[src/rtl/vga_timing.sv]
// vga_timing -- raster timing generator for the playfield/sprite colour stages.
//
// Divides clk by CLK_DIV into a pixel strobe and scans an H_TOTAL x V_TOTAL
// raster (800x525 by default, 640x480@60). Every output is registered and
// only changes in the clk where pixEn is high.
//
// Ports:
//   clk         in   system clock, single domain
//   reset_n     in   asynchronous active-low reset
//   pixEn       out  one-clk strobe every CLK_DIV clks
//   colPos      out  [9:0] current column, 0..H_TOTAL-1
//   rowPos      out  [9:0] current row,    0..V_TOTAL-1
//   on          out  visible area flag
//   hsync       out  horizontal sync, SYNC_POL level inside its window
//   vsync       out  vertical sync, SYNC_POL level inside its window
//   frameStart  out  one-clk strobe when the scan loads (0,0)
//   frameCount  out  [7:0] frames since reset (only with VGA_FRAME_COUNT_EN)
//
// Build option: define VGA_FRAME_COUNT_EN to add the frameCount port and
// its 8-bit wrapping counter.
module vga_timing #(
  parameter int CLK_DIV   = 2,
  parameter int H_VISIBLE = 640,
  parameter int H_FRONT   = 16,
  parameter int H_SYNC    = 96,
  parameter int H_BACK    = 48,
  parameter int V_VISIBLE = 480,
  parameter int V_FRONT   = 10,
  parameter int V_SYNC    = 2,
  parameter int V_BACK    = 33,
  parameter bit SYNC_POL  = 1'b0
) (
  input  logic       clk,
  input  logic       reset_n,
  output logic       pixEn,
  output logic [9:0] colPos,
  output logic [9:0] rowPos,
  output logic       on,
  output logic       hsync,
  output logic       vsync,
  output logic       frameStart
`ifdef VGA_FRAME_COUNT_EN
  ,
  output logic [7:0] frameCount
`endif
);

  localparam int H_TOTAL  = H_VISIBLE + H_FRONT + H_SYNC + H_BACK;
  localparam int V_TOTAL  = V_VISIBLE + V_FRONT + V_SYNC + V_BACK;
  localparam int HS_START = H_VISIBLE + H_FRONT;
  localparam int HS_END   = HS_START + H_SYNC - 1;
  localparam int VS_START = V_VISIBLE + V_FRONT;
  localparam int VS_END   = VS_START + V_SYNC - 1;
  localparam int DW       = (CLK_DIV > 1) ? $clog2(CLK_DIV) : 1;

  generate
    if (H_TOTAL > 1024 || V_TOTAL > 1024) begin : g_bad_total
      $error("vga_timing: H_TOTAL/V_TOTAL must not exceed 1024");
    end
    if (CLK_DIV < 1 || CLK_DIV > 16) begin : g_bad_div
      $error("vga_timing: CLK_DIV must be in 1..16");
    end
  endgenerate

  logic [DW-1:0] div_q, div_d;
  logic          tick;
  logic [9:0]    h_q, h_d, v_q, v_d;
  logic          h_wrap, v_wrap;
  logic          on_q, on_d, hs_q, hs_d, vs_q, vs_d;
  logic          pe_q, fs_q, fs_d;

  // With CLK_DIV=1 the divider is a single bit stuck at 0, so tick is always high.
  assign tick  = (div_q == DW'(CLK_DIV - 1));
  assign div_d = tick ? '0 : div_q + 1'b1;

  // Next raster position; on/hsync/vsync are decoded from it so that they
  // load together with colPos/rowPos and stay coherent with them.
  always_comb begin
    h_wrap = (h_q == 10'(H_TOTAL - 1));
    v_wrap = (v_q == 10'(V_TOTAL - 1));
    h_d    = h_wrap ? 10'd0 : h_q + 10'd1;
    v_d    = v_q;
    if (h_wrap) v_d = v_wrap ? 10'd0 : v_q + 10'd1;
    // 11-bit compares keep a 1024 boundary representable.
    on_d = ({1'b0, h_d} < 11'(H_VISIBLE)) && ({1'b0, v_d} < 11'(V_VISIBLE));
    hs_d = (({1'b0, h_d} >= 11'(HS_START)) && ({1'b0, h_d} <= 11'(HS_END))) ? SYNC_POL : ~SYNC_POL;
    vs_d = (({1'b0, v_d} >= 11'(VS_START)) && ({1'b0, v_d} <= 11'(VS_END))) ? SYNC_POL : ~SYNC_POL;
    fs_d = tick && (h_d == 10'd0) && (v_d == 10'd0);
  end

  always_ff @(posedge clk or negedge reset_n) begin
    if (!reset_n) begin
      div_q <= '0;
      pe_q  <= 1'b0;
      fs_q  <= 1'b0;
      h_q   <= '0;
      v_q   <= '0;
      on_q  <= 1'b0;
      hs_q  <= ~SYNC_POL;
      vs_q  <= ~SYNC_POL;
    end else begin
      div_q <= div_d;
      pe_q  <= tick;
      fs_q  <= fs_d;
      if (tick) begin
        h_q  <= h_d;
        v_q  <= v_d;
        on_q <= on_d;
        hs_q <= hs_d;
        vs_q <= vs_d;
      end
    end
  end

`ifdef VGA_FRAME_COUNT_EN
  logic [7:0] fc_q;
  always_ff @(posedge clk or negedge reset_n) begin
    if (!reset_n)  fc_q <= '0;
    else if (fs_d) fc_q <= fc_q + 8'd1;
  end
  assign frameCount = fc_q;
`endif

  assign pixEn      = pe_q;
  assign frameStart = fs_q;
  assign colPos     = h_q;
  assign rowPos     = v_q;
  assign on         = on_q;
  assign hsync      = hs_q;
  assign vsync      = vs_q;

endmodule
[config.mk]
export PLATFORM = sky130hd
export DESIGN_NAME = vga_timing
export DESIGN_NICKNAME = d
export VERILOG_FILES = /design/src/rtl/vga_timing.sv
export SDC_FILE = /design/constraint.sdc
export NUM_CORES = 1
export LEC_CHECK = 0
export ABC_AREA = 1
export CAP_MARGIN = 0
export CORE_MARGIN = 2
export CORE_UTILIZATION = 25
export DETAILED_ROUTE_END_ITERATION = 10
export PLACE_DENSITY = 0.48
export SYNTH_ARGS = -nofsm -noshare
export SYNTH_HDL_FRONTEND = slang
export SYNTH_SLANG_ARGS = --single-unit
[constraint.sdc]
create_clock -name clk -period 2.5 [get_ports clk]
set_input_delay 0.25 -clock clk [delete_from_list [all_inputs] [get_ports clk]]
set_output_delay 0.25 -clock clk [all_outputs]
set_load 0.01 [all_outputs]
==> results of run 1 <==
[state kept, by name, indices dropped and copies added, names as in the netlist]
name	cells
colPos	10
div_q	1
frameStart	1
hsync	1
on	1
pixEn	1
rowPos	10
vsync	1
[metrics by stage]
stage               setup slack (ns)  area [µm²]
finish                         0.470        2220
global route                   0.253        2220
CTS                            0.454        2220
detailed placement             0.489        2150
global placement               0.525        2150
floorplan                      0.815        1800
[cell type report]
type                    instances  area (µm²)  area share, %
repair buffers                 29         283           12.7
well taps                      96         120           5.40
flip-flops and latches         26         653           29.4
multi-input cells             210         988           44.4
clock inverters                 1        30.0           1.35
clock buffers                   3        41.3           1.86
inverters                      29         109           4.89
[where the power goes]
part / total, mW / switching (mW) / internal, mW / leakage [nW]
clock network: 0.365 / 0.150 / 0.215 / 0.0357
logic: 0.0107 / 0.00828 / 0.00239 / 0.655
registers: 0.420 / 0 / 0.420 / 0.337
total: 0.796 / 0.158 / 0.638 / 1.03
[worst register-to-register path: cells and delay by family (launching register included)]
| kind | cells | cell delay, ns |
|---|---|---|
| and+or+nand+nor | 7 | 1.07 |
| DFF | 1 | 0.45 |
| adders and majority gates | 1 | 0.26 |
| AOI/OAI and AO/OA | 1 | 0.19 |
[cell usage in the layout (no fill, tap or decap)]
| cell type | count |
|---|---|
| clkdlybuf4s50_1 | 26 |
| nor2_1 | 29 |
| xor2_1 | 1 |
| buf_4 | 3 |
| ha_1 | 5 |
| nor3_1 | 1 |
| o21a_1 | 1 |
| nand2_2 | 2 |
| dfrtp_1 | 24 |
| o21ai_0 | 20 |
| nand4_1 | 5 |
| a21oi_1 | 4 |
| nand3b_1 | 2 |
| xnor2_1 | 1 |
| o21ai_2 | 1 |
| inv_1 | 29 |
| o21bai_1 | 1 |
| dfstp_2 | 2 |
| nand3_1 | 27 |
| o21ai_1 | 1 |
| nor2_4 | 2 |
| bufinv_16 | 1 |
| nor2_2 | 4 |
| and2_1 | 1 |
| nand2_1 | 100 |
| nor3_2 | 1 |
| nand4_2 | 1 |
| clkbuf_8 | 3 |
[how the worst max path moves through the flow]
stage / endpoint / slack [ns]
after CTS: frameStart / 0.45
after global routing: frameStart / 0.25
after floorplan: on / 0.82
after detailed placement: frameStart / 0.49
final: frameStart / 0.47
after global placement: frameStart / 0.53
[per-layer routing]
metal  vias to the layer above  GRT usage, %  wire length, µm
li1                        913             -                -
met1                       797          19.0             2510
met2                        34          20.5             2110
met3                         4          1.68              200
met4                         0          4.13               71
met5                         -             0                0
[cells by family after synthesis]
kind of cell | share of synthesized area, %
simple gates | 42.3
buf+inv | 8.57
compound gates | 8.29
flops | 36.4
fa+ha+maj | 3.48
xor+xnor | 0.976
==> flow_summary_export.csv, run 1 <==
group,metric,value,unit
critical_path,reg2reg_depth,9,
power_and_ir_drop,power.total,0.796,mW
placement,dp.final_hpwl,3.65,mm
synth,yosysMostFrequentCell,"nand2_1",
placement,numPortBuffers,26,
placement,place.gp.congestion,0.789,
critical_path,worstSetupPathType,"reg -> reg",
critical_path,critical_path.top_delay_family,"simple AND/OR/NAND/NOR gates",
critical_path,worst_ep_arrival_time,2.25,ns
clock_network,postCtsSetupBuffers,0,
critical_path,r2r_start,"colPos[1]",
clock_network,post_cts_resized,0,
global_routing,overflow,0,
drt,ant_nets,0,
synth,synthFlopType,"dfrtp_1",
timing,final.min_clock_period,2.03,ns
timing,max_slew_margin,74.8,%
global_routing,grt_usage,13.2,%
synth,synth.largest_area_cell,"dfrtp_1",
min_path,hold_path_class,"in -> async",
timing,holdWs,0.334,ns
clock_network,htree_levels,1,
floorplan,rows,30,
cells_and_area,area_delta_synth_final,23.9,%
timing,drv_slew,0,
global_routing,antenna_found_initial,0,
floorplan,die_h,88.7,µm
critical_path,crit_path_end_kind,"flip-flop",
critical_path,cp_slowest_stage_delay,0.45,ns
cells_and_area,final_util,32.4,%
drt,vias_per_cell,4.44,
clock_network,cts_buffer_depth,2,
synth,syn-cell-area,1800,µm²
critical_path,r2r_slack,0.47,ns
synth,yosys_warnings,0,
clock_network,cts.sinks,26,
synth,syn_nets,281,
floorplan,die_w,88.7,µm
timing,period_share,81.2,%
synth,ys_types,27,
critical_path,critPathSlowestCell,"dfrtp_1",
synth,yosysTopAreaCellShare,33.4,%
synth,synth-edff-count,0,
synth,ys_seq_area_share,36.4,%
power_and_ir_drop,power_density,358,nW/µm²
cells_and_area,antenna_cells,0,
clock_network,cts_hold_buf,0,
timing,rsz0062_at_grt,"no",
cells_and_area,instances_no_fill,394,
floorplan,coreArea,6870,µm²
clock_network,clock_latency,0.28,ns
global_routing,grt_pass1_wl,8.02,mm
timing,setup_violations,0,
placement,dp.cells,390,
floorplan,ioPinCount,27,
drt,dr.pass1.iters,4,
drt,routedWlPerCell,12.4,µm
global_routing,first_global_vias,1647,
timing,hold_viol_final,0,
clock_network,clock_tree.root_cell,"clkbuf_8",
critical_path,startpoint,"colPos[1]",
critical_path,required,2.72,ns
global_routing,grt_max_degree,31,
synth,synth_area_leaders,"dfrtp_1 33%, nand2_1 21%, nand3_1 7.5%",
clock_network,cts.clk_slew.worst_paths,0.10,ns
clock_network,cts_buffers,3,
clock_network,cts_tree,"built",
synth,avgSynthCellArea,6.55,µm²
floorplan,die_area,7880,µm²
synth,ys_seq_elements,26,
drt,vias,1748,
power_and_ir_drop,power_leakage,1.03,nW
critical_path,cp.depth,9,
floorplan,start_util,26.1,%
timing,fmax,493,MHz
timing,fin_skew,0.00761,ns
critical_path,path_cells,"ha_1 > nand4_1 > nor2_4 > o21ai_0 > nand2_1 > nand2_1 > nor2_1 > nand4_1 > nor2_1",
drt,drc,0,
critical_path,r2r-end,"frameStart",
critical_path,cp_num_buf_inv,0,
timing,worstMarginPinSlew,0.379,ns
power_and_ir_drop,max-vdd-ir-drop,0.190,mV
critical_path,worstPathMaxFanout,13,
drt,first_iter_violations,87,
cells_and_area,final_nets,306,
synth,async_flop_share,100,%
drt,wl,4.89,mm
cells_and_area,drive_above_1_share,6.71,%
run_status,status,"complete, no violations",
critical_path,startpoint_type,"flip-flop",
job,cap_viol_max_count,0,
cells_and_area,fillers,760,
timing,finalSetupTns,0,ns
synth,synthTopCellsByCount,"100 x nand2_1, 29 x inv_1, 29 x nor2_1, 27 x nand3_1, 24 x dfrtp_1",
synth,netlist_instances,274,
Note: power is estimated with default switching activity, not from simulation.
==> inputs of run 2 (changes only) <==
clock period = 1.9 ns   (was 2.5 ns; I/O delays follow)
==> run 2 against run 1 <==
  * Global-route usage grew 1.7 points
  * Worst hold slack lost 0.055 ns
  * Highest routed layer unchanged
  * Critical path depth rose by 1
  * Maximum frequency up 17%
  * Routed wire length rose by 10%
==> flow_summary_export.csv, run 2 (synthesis gave the netlist of run 1 again) <==
group,metric,value,unit
drt,wl_met1,2.73,mm
clock_network,cts_buffer_depth,2,
cells_and_area,area_delta_synth_final,33.7,%
critical_path,r2r_slack,0.16,ns
clock_network,clock_tree.root_cell,"clkbuf_8",
global_routing,first_global_vias,1796,
floorplan,die_w,88.7,µm
global_routing,grt_max_degree,27,
critical_path,startpoint_type,"flip-flop",
timing,finalSetupTns,0,ns
clock_network,cts_hold_buf,0,
clock_network,cts.clk_slew.worst_paths,0.10,ns
critical_path,cp_slowest_stage_delay,0.41,ns
floorplan,ioPinCount,27,
global_routing,grt_pass1_wl,9.05,mm
global_routing,grt_usage,14.9,%
drt,wl_met3,275,µm
critical_path,crit_path_end_kind,"flip-flop",
cells_and_area,antenna_cells,0,
critical_path,path_cells,"ha_4 > nand4_1 > buf_4 > nor2_4 > o21ai_0 > nand2_1 > nand2_1 > nor2_2 > nand4_1 > nor2_1",
cells_and_area,drive_above_1_share,17.1,%
min_path,hold_path_class,"in -> async",
drt,routedWlPerCell,13.1,µm
placement,numPortBuffers,26,
critical_path,worstPathMaxFanout,6,
clock_network,clock_latency,0.28,ns
drt,drc,0,
drt,dr.pass1.iters,5,
timing,drv_slew,0,
critical_path,worst_ep_arrival_time,1.96,ns
timing,rsz0062_at_grt,"no",
clock_network,cts.sinks,26,
cells_and_area,final_nets,325,
placement,dp.final_hpwl,3.96,mm
timing,period_share,91.5,%
timing,layout_setup_ws,0.161,ns
floorplan,die_area,7880,µm²
timing,max_slew_margin,75.1,%
timing,setup_violations,0,
drt,ant_nets,0,
global_routing,overflow,0,
run_status,status,"complete, no violations",
timing,final.min_clock_period,1.74,ns
floorplan,coreArea,6870,µm²
power_and_ir_drop,power_density,379,nW/µm²
power_and_ir_drop,max-vdd-ir-drop,0.254,mV
global_routing,antenna_found_initial,0,
power_and_ir_drop,power.total,0.910,mW
placement,place_ws,-0.00898,ns
drt,wl_met2,2.34,mm
timing,fmax,575,MHz
cells_and_area,final_cell_mix,"97 x nand2_1, 29 x inv_1, 26 x clkdlybuf4s50_1",
cells_and_area,layout_commonest_cell,"nand2_1",
critical_path,worstSetupPathType,"reg -> reg",
job,cap_viol_max_count,0,
critical_path,required,2.12,ns
clock_network,cts_buffers,3,
timing,worstMarginPinSlew,0.374,ns
clock_network,cts_tree,"built",
drt,vias_per_cell,4.52,
critical_path,critPathSlowestCell,"dfrtp_1",
timing,hold_viol_final,0,
placement,place.gp.congestion,0.817,
floorplan,rows,30,
timing,fin_skew,0.00649,ns
drt,first_iter_violations,197,
drt,top_layer,"met4",
power_and_ir_drop,power_leakage,1.10,nW
drt,wl,5.38,mm
floorplan,start_util,26.1,%
clock_network,htree_levels,1,
floorplan,die_h,88.7,µm
drt,vias,1863,
run 2: cell count changes in the layout (fill, tap and decap cells not counted), sizes merged:
cell / previous run / this run
bufinv: 1 / 0
nor2: 35 / 36
buf: 3 / 21
run 2: critical path: cells and delay by family (launching register included):
| family | cells | cell delay, ns |
|---|---|---|
| DFF | 1 | 0.41 |
| buffers and inverters | 1 | 0.17 |
| adders and majority gates | 1 | 0.17 |
| and+or+nand+nor | 7 | 0.77 |
| AOI/OAI and AO/OA | 1 | 0.15 |
run 2: power by group:
part           internal, mW  switching, mW  leakage, nW
clock                 0.143          0.199       0.0216
combinational       0.00314         0.0118        0.746
sequential            0.553              0        0.336
run 2: stage by stage:
stage | hold slack (ns) | utilization [%] | std cells | instance area [µm²]
final | 0.279 | 35.0 | 412 | 2400
after CTS | 0.304 | 33.9 | 411 | 2330
after floorplan | -0.106 | - | 274 | 1800
after global routing | 0.312 | 35.0 | 412 | 2400
after detailed placement | 0.477 | 33.0 | 405 | 2270
after global placement | 0.485 | 33.0 | 405 | 2270
run 2: path summary, 6_finish.rpt:
kind                       startpoint          to  cells past startpoint
setup / recovery            colPos[0]  frameStart                     10
hold / removal                reset_n   rowPos[2]                      2
setup reg to reg            colPos[0]  frameStart                     10
hold reg to reg                 vsync       vsync                      2
max in group asynchronous     reset_n       hsync                      2
min in group clk                vsync       vsync                      2
run 2: routing by layer:
layer	up-vias	global-route usage, %
met1	860	22.4
li1	958	-
met5	-	0
met3	2	1.96
met4	0	2.48
met2	43	23.1
run 2: cell type report:
cell class / count / area, µm²
fillers: 739 / 4470
multi-input cells: 211 / 1060
flip-flops and latches: 26 / 654
repair buffers: 47 / 418
well taps: 96 / 120
inverters: 29 / 109
clock buffers: 3 / 41.3
run 2: timing repair:
action                                  4_1_cts  5_1_grt
pin swaps                                     2        1
resized for setup                             0       20
endpoints found under the setup margin        1        5
cloned                                        1        0
setup buffers                                 2        1
==> inputs of run 3 (changes only) <==
CORE_ASPECT_RATIO = 0.8   (was unset)
==> run 3 against run 2 <==
  * Sequential power is essentially flat
  * Global-route usage shrank 1.4 points
  * Sequential cell count is the same
  * Cell count shrank 2.7%
  * Worst hold slack gained 0.0080 ns
  * Total power shrank 2.5%
  * Clock skew shrank 0.0035 ns
  * Register-to-register slack lost 0.07 ns
  * Critical path depth is the same
  * Largest cell class unchanged
  * Combinational power is essentially flat
  * Clock-buffer cell count is the same
  * Die area is essentially flat
==> flow_summary_export.csv, run 3 (synthesis gave the netlist of run 1 again) <==
group,metric,value,unit
run_status,status,"complete, no violations",
floorplan,die_h,79.8,µm
drt,first_iter_violations,119,
global_routing,grt_max_degree,27,
drt,routedWlPerCell,13.1,µm
placement,place_ws,-0.0334,ns
cells_and_area,antenna_cells,0,
floorplan,start_util,25.9,%
timing,drv_slew,0,
timing,hold_viol_final,0,
timing,worstMarginPinSlew,0.364,ns
clock_network,cts_tree,"built",
timing,fmax,552,MHz
min_path,hold_path_class,"in -> async",
critical_path,worstPathMaxFanout,6,
cells_and_area,area_delta_synth_final,30.9,%
global_routing,grt_pass1_wl,8.58,mm
drt,drc,0,
cells_and_area,final_util,33.9,%
clock_network,clock_tree.root_cell,"clkbuf_8",
timing,final.min_clock_period,1.81,ns
drt,vias_per_cell,4.61,
timing,setup_violations,0,
drt,dr.pass1.iters,4,
clock_network,cts_buffer_depth,2,
placement,placed_area,2230,µm²
clock_network,cts.sinks,26,
placement,numPortBuffers,26,
clock_network,htree_levels,1,
power_and_ir_drop,power_leakage,1.09,nW
clock_network,cts_buffers,3,
placement,dp.final_hpwl,4.01,mm
placement,place.gp.congestion,0.873,
drt,vias,1847,
floorplan,die_area,7880,µm²
cells_and_area,drive_above_1_share,15.3,%
cells_and_area,layout_commonest_cell,"nand2_1",
timing,rsz0062_at_grt,"yes",
power_and_ir_drop,max-vdd-ir-drop,0.262,mV
global_routing,grt_usage,13.6,%
timing,max_slew_margin,75.7,%
global_routing,antenna_found_initial,0,
timing,layout_setup_ws,0.0884,ns
critical_path,reg2reg_depth,10,
global_routing,first_global_vias,1681,
drt,wl,5.27,mm
clock_network,cts.clk_slew.worst_paths,0.09,ns
critical_path,worstSetupPathType,"reg -> reg",
timing,period_share,95.3,%
cells_and_area,finalInstanceArea,2350,µm²
floorplan,ioPinCount,27,
drt,ant_nets,0,
critical_path,crit_path_end_kind,"flip-flop",
floorplan,die_w,98.8,µm
timing,finalSetupTns,0,ns
timing,fin_skew,0.00301,ns
power_and_ir_drop,power_density,378,nW/µm²
global_routing,overflow,0,
critical_path,required,2.07,ns
floorplan,rows,27,
floorplan,coreArea,6930,µm²
critical_path,startpoint_type,"flip-flop",
critical_path,r2r-end,"on",
cells_and_area,final_nets,323,
cells_and_area,final_cell_mix,"99 x nand2_1, 29 x inv_1, 26 x nor2_1, 26 x clkdlybuf4s50_1, 25 x nand3_1",
critical_path,r2r_slack,0.09,ns
clock_network,clock_latency,0.27,ns
critical_path,worst_ep_arrival_time,1.98,ns
critical_path,r2r_start,"colPos[1]",
job,cap_viol_max_count,0,
[run 3: changes by cell type in the layout (fill, tap and decap cells not counted), sizes merged]
cell / delta
buf: -2
[run 3: final cells by class]
cell class,count,area (µm²)
Fill cell,754,4580
Multi-Input combinational cell,211,1030
Sequential cell,26,656
Timing Repair Buffer,45,403
Inverter,29,109
Tap cell,87,109
Clock buffer,3,41.3
[run 3: worst max-delay path: stages (launching register included)]
cell and delay [ns]:
dfrtp_1 0.38, ha_2 0.22, nand2_1 0.10, nor2_4 0.13, nand4_2 0.20, o21ai_2 0.25, nand2_1 0.10, nor2_2 0.14
nand2_1 0.08, nand2_1 0.07, nand2_1 0.04
[run 3: where the power goes]
group | switching (mW) | internal [mW] | leakage (nW) | total, mW
logic | 0.0115 | 0.00314 | 0.738 | 0.0147
clock network | 0.178 | 0.142 | 0.0216 | 0.320
registers | 0 | 0.553 | 0.334 | 0.553
total | 0.189 | 0.698 | 1.09 | 0.888
[run 3: worst max path at each step]
stage,cells after the start,startpoint,endpoint,slack [ns]
after floorplan,10,colPos[1],on,0.22
after global placement,12,rowPos[0],on,-0.07
after detailed placement,12,rowPos[0],on,-0.03
after CTS,12,rowPos[0],on,0.04
after global routing,10,colPos[0],on,-0.04
final,10,colPos[1],on,0.09
[run 3: timing repair]
item | in CTS | in global routing
pin swaps | 0 | 3
hold buffers | 0 | 0
hold endpoints to repair | 0 | 0
gates cloned | 0 | 1
setup endpoints to repair | 2 | 4
buffers inserted | 2 | 2
resized for setup | 3 | 11
[run 3: per-layer routing]
layer / global-route usage [%] / routed length (µm) / vias to the layer above
met5: 0 / 0 / -
met4: 2.05 / 23 / 0
met3: 2.89 / 283 / 2
met2: 19.7 / 2180 / 44
met1: 20.8 / 2780 / 850
li1: - / - / 951
[run 3: through the flow]
| step | hold slack [ns] | power [mW] | cells |
|---|---|---|---|
| floorplan | -0.106 | 0.564 | 274 |
| global placement | 0.471 | 0.580 | 393 |
| detailed placement | 0.464 | 0.579 | 393 |
| CTS | 0.292 | 0.903 | 398 |
| global route | 0.318 | 0.921 | 401 |
| finish | 0.287 | 0.888 | 401 |
